<file path="src/rtl/msg_request_queue.sv">
// Session message-request FIFO feeding the message composer one order at a time,
// with a request/done handshake and a watchdog against a composer that never finishes.
module msg_request_queue #(
  parameter int unsigned NUM_HOST       = 10,
  parameter int unsigned DEPTH          = 4,
  parameter int unsigned TIMEOUT_CYCLES = 255
) (
  input  logic                      clk,
  input  logic                      rst,
  input  logic                      initiate_msg_i,
  input  logic [3:0]                create_message_i,
  input  logic [NUM_HOST-1:0]       host_i,
  input  logic                      busy_i,
  input  logic                      done_i,
  output logic                      start_o,
  output logic [3:0]                msg_type_o,
  output logic [NUM_HOST-1:0]       host_o,
  output logic [$clog2(DEPTH):0]    pending_o,
  output logic                      empty_o,
  output logic                      full_o,
  output logic                      drop_o,
  output logic                      overflow_o,
  output logic                      timeout_o
);

  localparam int unsigned PTR_W = $clog2(DEPTH);
  localparam int unsigned CNT_W = PTR_W + 1;
  localparam int unsigned WD_W  = 16;

  typedef enum logic {IDLE, WAIT_DONE} state_e;

  typedef struct packed {
    logic [3:0]          mtype;
    logic [NUM_HOST-1:0] host;
  } req_t;

  state_e              state_q, state_d;
  req_t                mem_q [DEPTH];
  req_t                mem_d [DEPTH];
  logic [PTR_W-1:0]    wr_ptr_q, wr_ptr_d;
  logic [PTR_W-1:0]    rd_ptr_q, rd_ptr_d;
  logic [CNT_W-1:0]    count_q, count_d;
  logic [WD_W-1:0]     wdog_q, wdog_d;
  logic                start_q, start_d;
  logic [3:0]          msg_type_q, msg_type_d;
  logic [NUM_HOST-1:0] host_q, host_d;
  logic                drop_q, drop_d;
  logic                overflow_q, overflow_d;
  logic                timeout_q, timeout_d;

  logic empty_c, full_c, valid_type_c, push_req_c, push_c, pop_c;

  assign empty_c      = (count_q == CNT_W'(0));
  assign full_c       = (count_q == CNT_W'(DEPTH));
  assign valid_type_c = (create_message_i != 4'd0) && !create_message_i[3];
  assign push_req_c   = initiate_msg_i && valid_type_c;
  assign pop_c        = (state_q == IDLE) && !empty_c && !busy_i;
  assign push_c       = push_req_c && (!full_c || pop_c);

  // Next-state: FIFO bookkeeping, issue FSM and watchdog
  always_comb begin
    state_d    = state_q;
    mem_d      = mem_q;
    wr_ptr_d   = wr_ptr_q;
    rd_ptr_d   = rd_ptr_q;
    count_d    = count_q;
    wdog_d     = wdog_q;
    msg_type_d = msg_type_q;
    host_d     = host_q;
    overflow_d = overflow_q;
    start_d    = 1'b0;
    drop_d     = 1'b0;
    timeout_d  = 1'b0;

    if (initiate_msg_i && create_message_i[3]) begin
      drop_d = 1'b1;
    end else if (push_req_c && !push_c) begin
      drop_d     = 1'b1;
      overflow_d = 1'b1;
    end

    if (push_c) begin
      mem_d[wr_ptr_q] = '{mtype: create_message_i, host: host_i};
      wr_ptr_d        = wr_ptr_q + PTR_W'(1);
    end

    unique case ({push_c, pop_c})
      2'b10:   count_d = count_q + CNT_W'(1);
      2'b01:   count_d = count_q - CNT_W'(1);
      default: count_d = count_q;
    endcase

    unique case (state_q)
      IDLE: begin
        if (pop_c) begin
          msg_type_d = mem_q[rd_ptr_q].mtype;
          host_d     = mem_q[rd_ptr_q].host;
          rd_ptr_d   = rd_ptr_q + PTR_W'(1);
          start_d    = 1'b1;
          wdog_d     = '0;
          state_d    = WAIT_DONE;
        end
      end
      WAIT_DONE: begin
        // done_i during the start_o cycle belongs to no order and is ignored
        if (done_i && !start_q) begin
          state_d = IDLE;
        end else if (wdog_q == WD_W'(TIMEOUT_CYCLES)) begin
          timeout_d = 1'b1;
          state_d   = IDLE;
        end else begin
          wdog_d = wdog_q + WD_W'(1);
        end
      end
      default: state_d = IDLE;
    endcase
  end

  always_ff @(posedge clk or negedge rst) begin
    if (!rst) begin
      state_q    <= IDLE;
      for (int unsigned i = 0; i < DEPTH; i++) mem_q[i] <= '0;
      wr_ptr_q   <= '0;
      rd_ptr_q   <= '0;
      count_q    <= '0;
      wdog_q     <= '0;
      start_q    <= 1'b0;
      msg_type_q <= '0;
      host_q     <= '0;
      drop_q     <= 1'b0;
      overflow_q <= 1'b0;
      timeout_q  <= 1'b0;
    end else begin
      state_q    <= state_d;
      mem_q      <= mem_d;
      wr_ptr_q   <= wr_ptr_d;
      rd_ptr_q   <= rd_ptr_d;
      count_q    <= count_d;
      wdog_q     <= wdog_d;
      start_q    <= start_d;
      msg_type_q <= msg_type_d;
      host_q     <= host_d;
      drop_q     <= drop_d;
      overflow_q <= overflow_d;
      timeout_q  <= timeout_d;
    end
  end

  assign start_o    = start_q;
  assign msg_type_o = msg_type_q;
  assign host_o     = host_q;
  assign pending_o  = count_q;
  assign empty_o    = empty_c;
  assign full_o     = full_c;
  assign drop_o     = drop_q;
  assign overflow_o = overflow_q;
  assign timeout_o  = timeout_q;

endmodule
</file>
<file path="config.mk">
export PLATFORM = sky130hd
export DESIGN_NAME = msg_request_queue
export DESIGN_NICKNAME = d
export VERILOG_FILES = /design/src/rtl/msg_request_queue.sv
export SDC_FILE = /design/constraint.sdc
export NUM_CORES = 1
export LEC_CHECK = 0
export CORE_MARGIN = 5
export CORE_UTILIZATION = 59
export CTS_CLUSTER_SIZE = 25
export DETAILED_ROUTE_END_ITERATION = 8
export DONT_BUFFER_PORTS = 1
export GPL_TIMING_DRIVEN = 0
export PLACE_DENSITY = 0.75
export REMOVE_ABC_BUFFERS = 1
export SLEW_MARGIN = 20
export SYNTH_ARGS = -nofsm -noshare
export SYNTH_HDL_FRONTEND = slang
export SYNTH_SLANG_ARGS = --single-unit
</file>
<file path="constraint.sdc">
create_clock -name clk -period 7.09 [get_ports clk]
set_clock_uncertainty 0.1 [all_clocks]
set_input_delay 2.127 -clock clk [delete_from_list [all_inputs] [get_ports clk]]
set_output_delay 2.127 -clock clk [all_outputs]
set_load 0.05 [all_outputs]
</file>
==> results of run 1 <==
worst paths after layout:
kind                              start      endpoint  slack (ns)
max reg2reg                pending_o[0]     wdog_q[9]        3.45
max in group asynchronous           rst     mem_q[31]        5.38
min in group asynchronous           rst  pending_o[0]        1.36
max                              busy_i     wdog_q[9]        2.71
min reg2reg                   mem_q[41]     mem_q[41]        0.39
min                           mem_q[41]     mem_q[41]        0.39
synth_stat cells (all sizes together) (5+ instances only):
library cell	n
mux4	14
nor2	8
a31oi	12
nand3	8
nand2	58
ha	6
clkbuf	6
dfrtp	98
nand4	7
buf	9
mux2	52
nor4	6
o21ai	5
inv	13
registers in the layout, summed over array words and instances (netlist names):
signal	flops
timeout_o	1
rd_ptr_q	2
drop_o	1
state_q	1
mem_q	56
msg_type_o	4
host_o	10
wdog_q	16
wr_ptr_q	2
overflow_o	1
pending_o	3
start_o	1
worst max-delay path: stages:
cell and delay (ns):
or2_2 0.13, or2_2 0.44, clkinv_1 0.63, a21oi_1 0.63, inv_1 0.32, a31oi_1 0.27
metal layers:
| layer | vias to the layer above | GRT usage |
|---|---|---|
| met5 | - | 0 |
| met4 | 0 | 0.0540 |
| met3 | 9 | 0.0488 |
| met2 | 66 | 0.314 |
| met1 | 1411 | 0.243 |
| li1 | 1284 | - |
metrics by stage:
| step | utilization | std cells | hold WS [ns] | setup slack (ns) |
|---|---|---|---|---|
| 6_report | 0.649 | 461 | 0.394 | 2.71 |
| 5_1_grt | 0.649 | 461 | 0.410 | 2.51 |
| 4_1_cts | 0.649 | 461 | 0.396 | 2.61 |
| 3_5_place_dp | 0.620 | 445 | 0.371 | 2.24 |
| 3_3_place_gp | 0.615 | 441 | 0.364 | 2.36 |
| 2_1_floorplan | - | 342 | 0.348 | 2.75 |
power by group:
part	internal [W]	switching (W)
Clock	0.000185	0.000194
Sequential	0.000772	0.000343
Combinational	0.000332	0.000234
area by class of cell:
cell class / count / area [µm²] / area share
clock inverters: 5 / 61.3 / 0.0129
inverters: 14 / 52.6 / 0.0110
repair buffers: 4 / 22.5 / 0.00474
well taps: 99 / 124 / 0.0260
clock buffers: 11 / 151 / 0.0318
flip-flops and latches: 98 / 2450 / 0.516
multi-input cells: 230 / 1890 / 0.398
cells by family (layout without fill, tap and decap cells):
| family | count (synthesis) | count (layout) |
|---|---|---|
| AO/OA/AOI/OAI | 34 | 34 |
| XOR/XNOR | 6 | 6 |
| adder cells (fa/ha/maj) | 7 | 7 |
| buffers and inverters | 29 | 34 |
| flip-flops | 98 | 98 |
| multiplexers | 68 | 68 |
| AND/OR/NAND/NOR | 115 | 115 |
==> impl_metrics.env, run 1 <==
export IMPL_ys_async_sr_fraction=1.00
export IMPL_antenna_found_initial=0
export IMPL_num_rows=31
export IMPL_yosysWarnings=0
export IMPL_wl_per_cell_um=18.1
export IMPL_dr_wl_met3_um=401
export IMPL_r2r_cells=8
export IMPL_synth_adder_area_share=0.0213
export IMPL_p_leak_nw=2.15
export IMPL_min_period_ns=4.38
export IMPL_m1WireLength_um=3660
export IMPL_synthFlopType="dfrtp_1"
export IMPL_peakVddDrop_v=0.000259
export IMPL_drt_pass1_iterations=4
export IMPL_final_period_utilization=0.618
export IMPL_setup_violations=0
export IMPL_post_drt_via_cell_ratio=6.01
export IMPL_top_layer="met4"
export IMPL_root_buffer="clkbuf_8"
export IMPL_synth_area_leaders="dfrtp_1 55%, mux2_2 13%, mux4_2 7.0%"
export IMPL_hp_class="register to register"
export IMPL_synth_compound_area_frac=0.0579
export IMPL_grt_max_degree=99
export IMPL_clk_pin_slew_ns=0.09
export IMPL_numCtsBuffers=9
export IMPL_io_buffers=0
export IMPL_route_detailed_drc=0
export IMPL_worstSkewPairLatency_ns=0.35
export IMPL_hold_buffers=0
export IMPL_ys_types=42
export IMPL_slew_violations=0
export IMPL_fin_area_mm2=0.00476
export IMPL_cp_start_kind="input port"
export IMPL_fin_total_pwr_w=0.00206
export IMPL_cts_sinks=98
export IMPL_h_tree_depth=3
export IMPL_yosys_area_share_simple=0.124
export IMPL_synth_seq_area_share=0.548
export IMPL_hold_viol_final=0
export IMPL_die_h_um=97.1
export IMPL_path_class="input port to register"
export IMPL_synth_xor_area_frac=0.0117
export IMPL_critPathRequiredTime_ns=7.26
export IMPL_cts_setup_buffers=0
export IMPL_antenna_cells=0
export IMPL_gr_total_overflow=0
export IMPL_ant_nets=0
export IMPL_fin_nets=383
export IMPL_syn_inst=357
export IMPL_hpwl_um=5380
export IMPL_grt_pass1_vias=2869
export IMPL_ios=42
export IMPL_slew_limit_headroom=0.342
export IMPL_synth_edf_count=0
export IMPL_path_max_fanout=18
export IMPL_coreArea_mm2=0.00733
export IMPL_status="complete, no violations"
export IMPL_grt_usage=0.188
export IMPL_synth_top_family_by_area="multiplexers"
export IMPL_place_gp_congestion=0.888
export IMPL_cap_violations=0
export IMPL_ys_ff_latch=98
export IMPL_cts_tree="done"
export IMPL_placed_cell_area_mm2=0.00454
export IMPL_tns_ns=0
export IMPL_grt_pass1_wl_um=14300
export IMPL_rsz0062_at_grt="false"
export IMPL_wl_um=8340
export IMPL_netlist_area_mm2=0.00447
export IMPL_p_per_area_mw_per_mm2=433
export IMPL_dieArea_mm2=0.00942
export IMPL_final_cell_mix="98 x dfrtp_1, 58 x nand2_1, 52 x mux2_2, 14 x mux4_2, 13 x inv_1"
export IMPL_drt_iter0_markers=140
export IMPL_synth_top_cell_area_share=0.548
export IMPL_die_width_um=97.1
export IMPL_fmax_mhz=228
export IMPL_wl_met2_um=4200
export IMPL_syn_avg_cell_area_um2=12.5
export IMPL_critPathArrivalTime_ns=4.55
export IMPL_tightest_slew_ns=0.988
export IMPL_num_vias=2770
export IMPL_initial_utilization=0.610
export IMPL_cts_resized=0
export IMPL_synth_mux_area_frac=0.206
export IMPL_fillCellCount=555
export IMPL_end_kind="register"
export IMPL_synth_top_area_cell="dfrtp_1"
export IMPL_worst_hold_path_num_cells=1
export IMPL_drive_above_1_share=0.251
export IMPL_layout_commonest_cell="dfrtp_1"
export IMPL_syn2layout_area_growth_pct=6.32
export IMPL_clk_path_buf_depth=2
No activity file was read; power rests on OpenSTA's default activity.
==> run 2, diff against run 1 <==
CORE_UTILIZATION = 57   (was 59)
clock period = 4 ns   (was 7.09 ns; I/O delays follow)
==> run 2 against run 1 <==
Die area grew 3.1%. First-iteration DRC count shrank 3.6%. Setup slack lost 2.3 ns. Power grew 83%. Non-clock buffer count shrank 1. Combinational power grew 78%. Routed wire length grew 1.2%. Clock power grew 100%. Sequential power grew 78%. Critical path type is now register to register. Largest power group unchanged. Flip-flop and latch count is the same. Global-route usage grew 0.47 points.
==> impl_metrics.env, run 2 (synthesized netlist as in run 1, its figures left out) <==
export IMPL_status="complete, no violations"
export IMPL_grt_busiest_layer="met2"
export IMPL_r2r_cells=10
export IMPL_grt_pass1_wl_um=15000
export IMPL_p_per_area_mw_per_mm2=784
export IMPL_placed_cell_area_mm2=0.00454
export IMPL_initial_utilization=0.582
export IMPL_critPathArrivalTime_ns=3.67
export IMPL_grt_max_degree=99
export IMPL_drt_iter0_markers=135
export IMPL_met3_usage=0.0382
export IMPL_cts_sinks=98
export IMPL_tightest_slew_ns=0.996
export IMPL_largest_register_ffs=56
export IMPL_ant_nets=0
export IMPL_grt_usage=0.193
export IMPL_root_buffer="clkbuf_8"
export IMPL_io_buffers=0
export IMPL_wl_um=8440
export IMPL_rsz0062_at_grt="false"
export IMPL_coreArea_mm2=0.00769
export IMPL_numCtsBuffers=9
export IMPL_cp_start_kind="register"
export IMPL_hpwl_um=5380
export IMPL_fin_area_mm2=0.00480
export IMPL_ios=42
export IMPL_syn2layout_area_growth_pct=7.36
export IMPL_hold_path_startpoint="mem_q[41]"
export IMPL_layout_commonest_cell="dfrtp_1"
export IMPL_gr_total_overflow=0
export IMPL_reg2reg_to="pending_o[2]"
export IMPL_cts_tree="done"
export IMPL_reg2reg_slack_ns=0.46
export IMPL_path_class="register to register"
export IMPL_place_gp_congestion=0.840
export IMPL_dp_slack_ns=-0.149
export IMPL_antenna_found_initial=0
export IMPL_end_kind="register"
export IMPL_p_leak_nw=2.16
export IMPL_clk_pin_slew_ns=0.10
export IMPL_use_met2=0.319
export IMPL_dieArea_mm2=0.00972
export IMPL_worst_hold_path_num_cells=1
export IMPL_worstSkewPairLatency_ns=0.35
export IMPL_die_h_um=98.6
export IMPL_slew_limit_headroom=0.336
export IMPL_cts_setup_buffers=0
export IMPL_grt_use_met1=0.256
export IMPL_fmax_mhz=282
export IMPL_crit_chain="nor3_4 > buf_1 > or2_2 > clkinvlp_4 > ha_1 > inv_1 > fa_1 > xor2_1 > nor2_1 > xor2_1"
export IMPL_reg2reg_from="pending_o[0]"
export IMPL_route_detailed_drc=0
export IMPL_hold_path_end="mem_q[41]"
export IMPL_die_width_um=98.6
export IMPL_num_vias=2785
export IMPL_cpPeakStageDelay_ns=0.64
export IMPL_crit_family="simple AND/OR/NAND/NOR gates"
export IMPL_peakVddDrop_v=0.000445
export IMPL_cp_common_cell="xor2_1"
export IMPL_slew_violations=0
export IMPL_clk_path_buf_depth=2
export IMPL_regMostFlops="mem_q"
export IMPL_path_max_fanout=18
export IMPL_fin_nets=382
export IMPL_post_drt_via_cell_ratio=6.02
export IMPL_critPathBufInv=3
export IMPL_h_tree_depth=3
export IMPL_final_cell_mix="98 x dfrtp_1, 58 x nand2_1, 52 x mux2_2, 14 x mux4_2, 13 x inv_1"
export IMPL_cap_violations=0
export IMPL_drive_above_1_share=0.255
export IMPL_antenna_cells=0
export IMPL_drt_pass1_iterations=4
export IMPL_setup_violations=0
export IMPL_critPathRequiredTime_ns=4.12
export IMPL_grt_pass1_vias=2972
export IMPL_num_rows=32
export IMPL_final_period_utilization=0.886
export IMPL_slowest_stage="dfrtp_1"
export IMPL_hp_class="register to register"
export IMPL_setup_ws_ns=0.457
export IMPL_wl_per_cell_um=18.2
export IMPL_min_period_ns=3.54
export IMPL_hold_viol_final=0
run 2: cell types whose count changed in the layout (fill, tap and decap cells not counted):
cell,previous run,this run
clkinvlp_4,0,2
clkinv_4,2,0
a21oi_1,2,1
clkbuf_8,11,10
bufinv_16,1,3
nor3_4,0,1
nor3_2,1,0
buf_4,2,1
a21oi_2,0,1
clkinv_1,1,0
run 2: worst max-delay path by stage:
stage	startpoint	end	slack, ns	depth (start not counted)
2_1_floorplan	pending_o[2]	pending_o[2]	0.31	9
3_3_place_gp	pending_o[0]	wdog_q[15]	-0.62	6
3_5_place_dp	pending_o[0]	wdog_q[7]	-0.15	7
4_1_cts	pending_o[0]	wdog_q[7]	0.01	7
5_1_grt	pending_o[0]	pending_o[2]	0.22	10
6_report	pending_o[0]	pending_o[2]	0.46	10
run 2: area by class of cell:
class	instances	area [µm²]
clock buffers	10	138
inverters	14	56.3
fillers	633	2890
multi-input cells	230	1900
well taps	102	128
repair buffers	3	15.0
flip-flops and latches	98	2450
clock inverters	6	111
run 2: routing by layer:
layer  vias to the layer above  part of all wire
met5                         -                 0
met4                         0             0.011
met3                         8             0.041
met2                        57              0.51
met1                      1433              0.43
li1                       1287                 -
run 2: per-stage QoR:
step / instances / hold WS [ns] / util / total power, W / TNS, ns
after global placement: 444 / 0.365 / 0.587 / 0.00293 / -9.18
after detailed placement: 447 / 0.369 / 0.590 / 0.00301 / -1.43
after floorplan: 342 / 0.348 / - / 0.00274 / 0
after CTS: 463 / 0.395 / 0.624 / 0.00380 / 0
after global routing: 463 / 0.397 / 0.625 / 0.00402 / 0
final: 463 / 0.391 / 0.625 / 0.00376 / 0
run 2: worst register-to-register path, delay by kind of cell (launching register included):
kind | cells | cell delay (ns)
xor+xnor | 2 | 0.29
fa+ha+maj | 2 | 0.55
flops | 1 | 0.64
simple gates | 3 | 1.11
buf+inv | 3 | 0.74
run 2: power by group:
| group | leakage (nW) | internal [W] | switching (W) | total (W) |
|---|---|---|---|---|
| combinational | 0.802 | 0.000588 | 0.000418 | 0.00101 |
| clock | 0.123 | 0.000434 | 0.000339 | 0.000773 |
| sequential | 1.23 | 0.00137 | 0.000617 | 0.00199 |
run 2: timing repair:
| item | 4_1_cts | 5_1_grt |
|---|---|---|
| resized for setup | 1 | 2 |
| setup endpoints to repair | 13 | 12 |
| hold buffers | 0 | 0 |
| pin swaps | 0 | 0 |
